$ cat src/rtl/uart_mem_leaf.sv
// uart_mem_leaf: serial receiver, serial transmitter and a word-addressed RAM.
// The three blocks share clk/rst only; the surrounding command FSM wires them together.
module uart_mem_leaf #(
  parameter int unsigned FRAME_WIDTH = 8,
  parameter int unsigned ADDR_WIDTH  = 4,
  parameter int unsigned DATA_WIDTH  = 8,
  parameter int unsigned BAUD_PERIOD = 16
) (
  input  logic                                         clk,
  input  logic                                         rst,
  input  logic                                         rx,
  output logic [FRAME_WIDTH-1:0]                       rx_data,
  output logic                                         rx_done,
  input  logic                                         clr_rx_done,
  output logic                                         tx,
  input  logic                                         trmt,
  input  logic [FRAME_WIDTH-1:0]                       tx_data,
  output logic                                         tx_done,
  input  logic                                         clr_tx_done,
  input  logic                                         wr,
  input  logic [ADDR_WIDTH-1:0]                        addr,
  input  logic [DATA_WIDTH-1:0]                        wdata,
  output logic [DATA_WIDTH-1:0]                        rdata,
  output logic [(2**ADDR_WIDTH)-1:0][DATA_WIDTH-1:0]   mem_debug
);

  localparam int unsigned DEPTH = 2**ADDR_WIDTH;
  localparam int unsigned CNT_W = $clog2(BAUD_PERIOD);
  localparam int unsigned BIT_W = (FRAME_WIDTH > 1) ? $clog2(FRAME_WIDTH) : 1;
  localparam logic [CNT_W-1:0] BAUD_LAST = CNT_W'(BAUD_PERIOD - 1);
  localparam logic [CNT_W-1:0] HALF_LAST = CNT_W'(BAUD_PERIOD / 2 - 1);
  localparam logic [BIT_W-1:0] BIT_LAST  = BIT_W'(FRAME_WIDTH - 1);

  typedef enum logic [1:0] {ST_IDLE, ST_START, ST_DATA, ST_STOP} uart_state_e;

  // ---------------- receiver ----------------
  logic                   rx_meta_q, rx_sync_q, rx_prev_q;
  uart_state_e            rx_state_q, rx_state_d;
  logic [CNT_W-1:0]       rx_cnt_q, rx_cnt_d;
  logic [BIT_W-1:0]       rx_bit_q, rx_bit_d;
  logic [FRAME_WIDTH-1:0] rx_shift_q, rx_shift_d;
  logic [FRAME_WIDTH-1:0] rx_data_q, rx_data_d;
  logic                   rx_done_q, rx_done_d;

  // Synchronizer plus one history flop for falling-edge detection; idles high.
  always_ff @(posedge clk) begin
    if (rst) begin
      rx_meta_q <= 1'b1;
      rx_sync_q <= 1'b1;
      rx_prev_q <= 1'b1;
    end else begin
      rx_meta_q <= rx;
      rx_sync_q <= rx_meta_q;
      rx_prev_q <= rx_sync_q;
    end
  end

  always_ff @(posedge clk) begin
    if (rst) begin
      rx_state_q <= ST_IDLE;
      rx_cnt_q   <= '0;
      rx_bit_q   <= '0;
      rx_shift_q <= '0;
      rx_data_q  <= '0;
      rx_done_q  <= 1'b0;
    end else begin
      rx_state_q <= rx_state_d;
      rx_cnt_q   <= rx_cnt_d;
      rx_bit_q   <= rx_bit_d;
      rx_shift_q <= rx_shift_d;
      rx_data_q  <= rx_data_d;
      rx_done_q  <= rx_done_d;
    end
  end

  // Set of rx_done is assigned after the clear so that set wins.
  always_comb begin
    rx_state_d = rx_state_q;
    rx_cnt_d   = rx_cnt_q + CNT_W'(1);
    rx_bit_d   = rx_bit_q;
    rx_shift_d = rx_shift_q;
    rx_data_d  = rx_data_q;
    rx_done_d  = rx_done_q & ~clr_rx_done;
    case (rx_state_q)
      ST_IDLE: begin
        rx_cnt_d = '0;
        if (rx_prev_q && !rx_sync_q) rx_state_d = ST_START;
      end
      ST_START: begin
        if (rx_cnt_q == HALF_LAST) begin
          rx_cnt_d   = '0;
          rx_bit_d   = '0;
          rx_state_d = rx_sync_q ? ST_IDLE : ST_DATA;
        end
      end
      ST_DATA: begin
        if (rx_cnt_q == BAUD_LAST) begin
          rx_cnt_d   = '0;
          rx_shift_d = {rx_sync_q, rx_shift_q[FRAME_WIDTH-1:1]};
          rx_bit_d   = rx_bit_q + BIT_W'(1);
          if (rx_bit_q == BIT_LAST) rx_state_d = ST_STOP;
        end
      end
      ST_STOP: begin
        if (rx_cnt_q == BAUD_LAST) begin
          rx_cnt_d   = '0;
          rx_state_d = ST_IDLE;
          if (rx_sync_q) begin
            rx_data_d = rx_shift_q;
            rx_done_d = 1'b1;
          end
        end
      end
      default: rx_state_d = ST_IDLE;
    endcase
  end

  assign rx_data = rx_data_q;
  assign rx_done = rx_done_q;

  // ---------------- transmitter ----------------
  uart_state_e            tx_state_q, tx_state_d;
  logic [CNT_W-1:0]       tx_cnt_q, tx_cnt_d;
  logic [BIT_W-1:0]       tx_bit_q, tx_bit_d;
  logic [FRAME_WIDTH-1:0] tx_shift_q, tx_shift_d;
  logic                   tx_q, tx_d;
  logic                   tx_done_q, tx_done_d;

  always_ff @(posedge clk) begin
    if (rst) begin
      tx_state_q <= ST_IDLE;
      tx_cnt_q   <= '0;
      tx_bit_q   <= '0;
      tx_shift_q <= '0;
      tx_q       <= 1'b1;
      tx_done_q  <= 1'b0;
    end else begin
      tx_state_q <= tx_state_d;
      tx_cnt_q   <= tx_cnt_d;
      tx_bit_q   <= tx_bit_d;
      tx_shift_q <= tx_shift_d;
      tx_q       <= tx_d;
      tx_done_q  <= tx_done_d;
    end
  end

  // Line level is registered: each bit value is loaded on the edge that starts it.
  always_comb begin
    tx_state_d = tx_state_q;
    tx_cnt_d   = tx_cnt_q + CNT_W'(1);
    tx_bit_d   = tx_bit_q;
    tx_shift_d = tx_shift_q;
    tx_d       = tx_q;
    tx_done_d  = tx_done_q & ~clr_tx_done;
    case (tx_state_q)
      ST_IDLE: begin
        tx_cnt_d = '0;
        if (trmt && !tx_done_q) begin
          tx_shift_d = tx_data;
          tx_d       = 1'b0;
          tx_state_d = ST_START;
        end
      end
      ST_START: begin
        if (tx_cnt_q == BAUD_LAST) begin
          tx_cnt_d   = '0;
          tx_bit_d   = '0;
          tx_d       = tx_shift_q[0];
          tx_state_d = ST_DATA;
        end
      end
      ST_DATA: begin
        if (tx_cnt_q == BAUD_LAST) begin
          tx_cnt_d = '0;
          if (tx_bit_q == BIT_LAST) begin
            tx_d       = 1'b1;
            tx_state_d = ST_STOP;
          end else begin
            tx_bit_d   = tx_bit_q + BIT_W'(1);
            tx_shift_d = tx_shift_q >> 1;
            tx_d       = tx_shift_d[0];
          end
        end
      end
      ST_STOP: begin
        if (tx_cnt_q == BAUD_LAST) begin
          tx_cnt_d   = '0;
          tx_done_d  = 1'b1;
          tx_state_d = ST_IDLE;
        end
      end
      default: tx_state_d = ST_IDLE;
    endcase
  end

  assign tx      = tx_q;
  assign tx_done = tx_done_q;

  // ---------------- RAM ----------------
  logic [DEPTH-1:0][DATA_WIDTH-1:0] mem_q;

  always_ff @(posedge clk) begin
    if (rst) begin
      mem_q <= '0;
    end else if (wr) begin
      mem_q[addr] <= wdata;
    end
  end

  assign rdata     = mem_q[addr];
  assign mem_debug = mem_q;

endmodule

$ cat config.mk
export PLATFORM = sky130hd
export DESIGN_NAME = uart_mem_leaf
export DESIGN_NICKNAME = d
export VERILOG_FILES = /design/src/rtl/uart_mem_leaf.sv
export SDC_FILE = /design/constraint.sdc
export NUM_CORES = 1
export LEC_CHECK = 0
export ABC_AREA = 1
export CAP_MARGIN = 30
export CORE_UTILIZATION = 46
export DETAILED_ROUTE_END_ITERATION = 8
export MAX_ROUTING_LAYER = met4
export PLACE_DENSITY_LB_ADDON = 0.1
export SYNTH_ARGS = -nofsm -noshare
export SYNTH_HDL_FRONTEND = slang
export SYNTH_SLANG_ARGS = --single-unit
$ cat constraint.sdc
create_clock -name clk -period 1.4 [get_ports clk]
set_input_delay 0.21 -clock clk [delete_from_list [all_inputs] [get_ports clk]]
set_output_delay 0.21 -clock clk [all_outputs]
set_load 0.005 [all_outputs]
==> results.ini, run 1 <==
[run_status]
status = finished with violations
failed_checks = negative setup slack

[timing]
max_freq_ghz = 0.6053
min_period_ns = 1.652
relSlewSlack_pct = 72.28
worst_slew_pin_slew_ns = 0.4158
tns_ns = -1.727
skew_ns = 0.007037
drv_slew = 0
finalCritPeriodShare_pct = 118.0
finalSetupViolCount = 8
hold_violations = 0
fin_ws_ns = -0.2521
rsz0062_at_grt = true

[clocking]
clock-sinks = 176
clkLatencyLatePin_ns = 0.43
cts.clk_slew.worst_paths_ns = 0.06
cts_tree = yes
clockBufferDepth = 2
cts_buffers = 17
cts_root_buf = clkbuf_16
htreeDepth = 4
ctsHoldBuffers = 0

[synth]
synth_top_area_share_pct = 43.80
synthTopCellsByArea = dfxtp_1 (44%), nand2_1 (15%), nor2_1 (13%)
synth_area_leader_cell = dfxtp_1
syn_area_per_cell_um2 = 6.714
synth_cells = 1198
synth_nets = 1235
ys_ff_latch = 176
syn_area_um2 = 8044
ys_types = 31
yosys_warnings = 0
ys_seq_area_share_pct = 43.80

[routing]
route.detailed.drc = 0
drtIter0Drc = 666
drt-total-wl_mm = 28.48
via_per_inst = 5.162
wire_per_inst_um = 15.85
ant_nets = 0
route.vias.total = 9276
dr.pass1.iters = 6

[power]
power_frac_seq_pct = 42.9
ir_drop_uv = 942.1
switchingPower_mw = 3.649
finalPower_mw = 12.71
pwr-share-comb_pct = 19.8
power.share.clock_pct = 37.4
intPower_mw = 9.057
leakagePower_nw = 6.499
p_sw_share_pct = 28.72
powerDensity_nw_per_um2 = 1011

[placed_design]
hpwl_mm = 19.42
portBuffers = 173
placed_area_um2 = 11570
gp_congestion = 0.9787

[grt]
grt_max_degree = 75
grt_pass1_wl_mm = 43.50
track_usage_pct = 31.77
grt_overflow = 0
grt_pass1_vias = 8554
antenna_found_initial = 0

[floorplanning]
core_um2 = 16820
rows = 47
die_h_um = 134.2
start_util_pct = 47.83
chipWidth_um = 134.2
io_pins = 174
die-area_um2 = 18020

[setup_path]
cp_cell_sequence = nand2_2, nand2_1, nand2_1, nand3_1, nand2_1, nand2_1, inv_1, nand2_2, buf_2
end_kind = output pin
critPathRequiredTime_ns = 1.19
cpPeakStageDelay_ns = 0.33
critical_path.startpoint_type = register
crit_type = reg -> out
crit_slowest_cell = dfxtp_2
cp_max_fo = 2
crit_buf_inv = 2
cpMostUsedCell = nand2_1
arrival_ns = 1.44
crit_family = simple AND/OR/NAND/NOR gates

[layout]
fin_area_um2 = 12570
diodes = 0
layout-drive-gt1-share_pct = 34.31
layout_common_cells = nand2_1 (285), nor2_1 (279), buf_4 (197)
area_delta_synth_final_pct = 56.28
final_nets = 1602
final_common_cell = nand2_1

[flow_run]
drv_cap = 0

[worst_hold_path]
hold_class = in -> reg

## cells by family (layout without fill, tap and decap cells)
group / count (synthesis) / in the layout / share of synthesized area (%)
simple gates: 703 / 705 / 36.07
compound gates: 184 / 184 / 11.59
flops: 176 / 176 / 43.80
buf+inv: 123 / 500 / 6.766
fa+ha+maj: 10 / 10 / 1.555
xor+xnor: 2 / 2 / 0.2178
## path summary, 6_finish.rpt
path	from	endpoint	slack, ns	cells after the start
setup / recovery	mem_debug[34]	rdata[2]	-0.25	9
hold / removal	rx	rx_meta_q	0.34	2
setup reg to reg	tx_state_q[1]	tx_shift_q[7]	0.03	9
hold reg to reg	rx_meta_q	rx_sync_q	0.41	1
## stage by stage
stage / util [%] / std cells / hold WS (ns) / setup WS, ns
2_1_floorplan: - / 1198 / 0.3138 / 0.001059
3_3_place_gp: 68.81 / 1752 / 0.3929 / -1.040
3_5_place_dp: 68.81 / 1752 / 0.3984 / -1.065
4_1_cts: 72.72 / 1791 / 0.3307 / -0.2372
5_1_grt: 74.74 / 1797 / 0.3608 / -0.3323
6_report: 74.74 / 1797 / 0.3351 / -0.2521
## synthesized netlist by cell type
cell type / count
o21ai_1: 5
inv_1: 54
buf_2: 8
buf_1: 1
nand2_4: 2
xnor2_1: 1
or2_2: 3
a21oi_1: 37
a21oi_2: 1
o21ai_2: 1
clkinv_1: 1
nand4_1: 1
nor2_2: 1
nor3b_1: 1
clkbuf_8: 2
buf_6: 2
nand2_1: 327
clkbuf_1: 26
inv_2: 19
nand2_2: 3
nor2_4: 18
a31oi_1: 1
dfxtp_1: 176
buf_4: 10
xor2_1: 1
ha_1: 10
nor3_4: 1
nand3_1: 61
o211ai_1: 1
nor2_1: 285
o21ai_0: 138
## final cells by class
| type | count | area [um^2] |
|---|---|---|
| clock buffers | 19 | 442.9 |
| multi-input cells | 901 | 4323 |
| flip-flops and latches | 176 | 3690 |
| inverters | 74 | 284.0 |
| clock inverters | 12 | 133.9 |
| fillers | 1334 | 4248 |
| repair buffers | 395 | 3422 |
| well taps | 220 | 275.3 |
## worst register-to-register path, stage by stage (launching register included)
cell     delay, ns
dfxtp_4       0.38
inv_1         0.09
ha_4          0.17
o21ai_1       0.10
nand2_2       0.12
inv_2         0.12
buf_6         0.13
nand3_1       0.06
nand2_1       0.06
nor2_1        0.03
## sequential cells by signal, summed over array words and instances, names as in the netlist, named ones only
signal	flops
rx_cnt_q	4
rx_bit_q	3
tx_cnt_q	4
tx_done	1
rx_meta_q	1
rx_data	8
rx_state_q	1
mem_debug	128
rx_done	1
rx_prev_q	1
tx	1
tx_state_q	2
tx_shift_q	8
rx_shift_q	8
rx_sync_q	1
tx_bit_q	3
## routing by layer
layer | GRT usage (%) | vias to the layer above | routed length [um]
met5 | - | - | 0
met4 | 12.73 | 0 | 1024
met3 | 6.198 | 80 | 2411
met2 | 50.20 | 435 | 13310
met1 | 39.81 | 4225 | 11740
li1 | - | 4536 | -
## timing repair
action | 4_1_cts | 5_1_grt
endpoints found under the setup margin | 295 | 57
pin swaps | 15 | 32
gates resized for setup | 347 | 102
setup buffers | 6 | 6
gates cloned | 2 | 0
## power by group through the flow
stage          clock network [mW]  registers (mW)  logic, mW
2_1_floorplan                   0            5.50       1.09
3_3_place_gp                    0            5.50       2.09
3_5_place_dp                    0            5.51       2.13
4_1_cts                      4.77            5.41       2.15
5_1_grt                      4.99            5.47       2.71
6_report                     4.75            5.45       2.51
Power figures use the tool's default switching activity.
==> run 2, diff against run 1 <==
- CELL_PAD_IN_SITES_DETAIL_PLACEMENT: default -> 0
- CELL_PAD_IN_SITES_GLOBAL_PLACEMENT: default -> 1
- CORE_UTILIZATION: 46 -> 32
- GPL_TIMING_DRIVEN: default -> 0
==> run 2 against run 1 <==
Net effect: the flow still finishes with violations (negative setup slack); via count shrank 8.3%; cell area is 6.3% lower; first-iteration DRC count is 10% lower; clock skew is 0.0012 ns higher; global-route usage shrank 6.8 points; clock power increased by 5.5%; utilization shrank 27 points; combinational power shrank 3%; maximum frequency down 3.1%; sequential share of layout area is 2.2 points higher; critical endpoint is now rdata[7]; highest routed layer unchanged.
==> results.ini, run 2 (same netlist as run 1, synthesis figures left out) <==
[run_status]
status = finished with violations
failed_checks = negative setup slack

[setup_path]
critPathRequiredTime_ns = 1.19  ; about the same
end_kind = output pin
r2r-end = tx_shift_q[5]
endpoint = rdata[7]
ff2ff_path_depth = 8  ; -1
critPathLaunch = mem_debug[31]
critical_path.startpoint_type = register
r2r_setup_slack_ns = 0.06  ; +0.03 ns
r2r-start = tx_bit_q[0]
crit_type = reg -> out
arrival_ns = 1.49  ; +0.05 ns
cp_max_fo = 2  ; unchanged

[timing]
drv_slew = 0  ; unchanged
hold_violations = 0  ; unchanged
relSlewSlack_pct = 49.57  ; -23 points
finalCritPeriodShare_pct = 121.8  ; +3.7 points
rsz0062_at_grt = true
max_freq_ghz = 0.5867  ; -3.1%
worst_slew_pin_slew_ns = 0.7564  ; +0.3406 ns
timing.hold.ws_ns = 0.3483  ; +0.01314 ns
fin_ws_ns = -0.3045  ; -0.05239 ns
tns_ns = -1.906  ; -0.1789 ns
skew_ns = 0.008281  ; +0.001244 ns
finalSetupViolCount = 8  ; unchanged
min_period_ns = 1.705  ; +0.05239 ns

[routing]
drt-total-wl_mm = 31.44  ; +10%
ant_nets = 0  ; unchanged
wire_per_inst_um = 17.54  ; +11%
drtIter0Drc = 598  ; -10%
route.detailed.drc = 0  ; unchanged
route.vias.total = 8509  ; -8.3%
via_per_inst = 4.746  ; -8.1%
dr.pass1.iters = 5  ; -1

[clocking]
cts_tree = yes
ctsHoldBuffers = 0  ; unchanged
clkLatencyLatePin_ns = 0.44  ; about the same
htreeDepth = 4  ; unchanged
cts_root_buf = clkbuf_16
clock-sinks = 176  ; unchanged
cts_buffers = 17  ; unchanged
clockBufferDepth = 2  ; unchanged
cts.clk_slew.worst_paths_ns = 0.08  ; +0.02 ns

[floorplanning]
rows = 57  ; +21%
core_um2 = 24460  ; +45%
start_util_pct = 32.88  ; -15 points
die_h_um = 160.5  ; +20%
chipWidth_um = 160.5  ; +20%
io_pins = 174  ; unchanged
die-area_um2 = 25770  ; +43%

[grt]
grt_overflow = 0  ; unchanged
grt_max_degree = 19  ; -75%
track_usage_pct = 24.93  ; -6.8 points
grt_pass1_vias = 8165  ; -4.5%
grt_pass1_wl_mm = 47.11  ; +8.3%
antenna_found_initial = 1  ; +1

[layout]
layout-drive-gt1-share_pct = 28.88  ; -5.4 points
layout_common_cells = nand2_1 (288), nor2_1 (279), o21ai_0 (135), dlygate4sd2_1 (135), dfxtp_2 (111)
area_delta_synth_final_pct = 46.51
final_common_cell = nand2_1
fin_util_pct = 48.18  ; -27 points
fin_area_um2 = 11790  ; -6.3%
largest_register_ffs = 128  ; unchanged
final_nets = 1492  ; -6.9%

[power]
ir_drop_uv = 865.4  ; -8.1%
powerDensity_nw_per_um2 = 1094  ; +8.2%
finalPower_mw = 12.89  ; +1.4%
leakagePower_nw = 5.922  ; -8.9%

[placed_design]
portBuffers = 172  ; -0.58%
hpwl_mm = 22.04  ; +14%
placed_area_um2 = 10170  ; -12%
gp_congestion = 0.8640  ; -12%

[worst_hold_path]
hold_class = in -> reg

[flow_run]
drv_cap = 0  ; unchanged

-- run 2: changes by cell type in the layout (fill, tap and decap cells not counted), moves of 4 or more --
cell             before  now
buf_4               197   69
clkdlybuf4s15_1       7    3
clkbuf_2              1   18
nand3_1              50   44
nand2_4               5   10
dfxtp_1              45   51
inv_6                 2    6
dfxtp_2             130  111
nand2_2              42   34
nand3_2              10   16
clkbuf_1              1    5
buf_12               17    1
dfxtp_4               1   14
-- run 2: metrics by stage --
stage          worst slack, ns  std cells
2_1_floorplan         0.001059       1198
3_3_place_gp            -1.242       1694
3_5_place_dp            -1.200       1694
4_1_cts                -0.2902       1770
5_1_grt                -0.3276       1793
6_report               -0.3045       1793
-- run 2: worst min-delay path by stage --
| stage | slack (ns) | cells past startpoint | start | to |
|---|---|---|---|---|
| after CTS | 0.34 | 2 | rx | rx_meta_q |
| after global placement | 0.40 | 1 | rx_meta_q | rx_sync_q |
| final | 0.35 | 3 | wdata[4] | mem_debug[76] |
| after floorplan | 0.31 | 1 | rx | rx_meta_q |
| after global routing | 0.36 | 2 | rx | rx_meta_q |
| after detailed placement | 0.40 | 1 | rx_meta_q | rx_sync_q |
-- run 2: per-layer routing --
layer / global-route usage (%) / part of all wire [%]
met5: - / 0
met4: 8.312 / 2.3
met3: 3.512 / 4.2
met2: 41.97 / 49
met1: 30.52 / 44
-- run 2: worst max-delay path, cell delays in order (launching register included) --
cell and delay [ns]:
dfxtp_2 0.33, inv_2 0.06, nor2_2 0.04, a21oi_1 0.18, nand2_2 0.10, nand2_2 0.08
nand2_1 0.05, inv_1 0.06, nand2_2 0.06, buf_2 0.12
-- run 2: timing repair --
item	4_1_cts	5_1_grt
buffers inserted	49	21
gates cloned	3	2
gates resized for setup	416	89
pin swaps	35	41
hold endpoints to repair	0	0
endpoints found under the setup margin	303	98
-- run 2: cell type report --
type	instances	area, um^2
Fill cell	2551	12680
Multi-Input combinational cell	901	4372
Sequential cell	176	3715
Timing Repair Buffer	236	2032
Clock buffer	18	439.2
Tap cell	324	405.4
Buffer	49	366.6
Inverter	74	289.0
Clock inverter	14	163.9
Antenna cell	1	2.502
-- run 2: report_power, final --
group	internal, mW	switching (mW)	total [mW]
clock	2.60	2.40	5.01
combinational	1.00	1.43	2.44
sequential	5.26	0.185	5.45
total	8.87	4.02	12.9
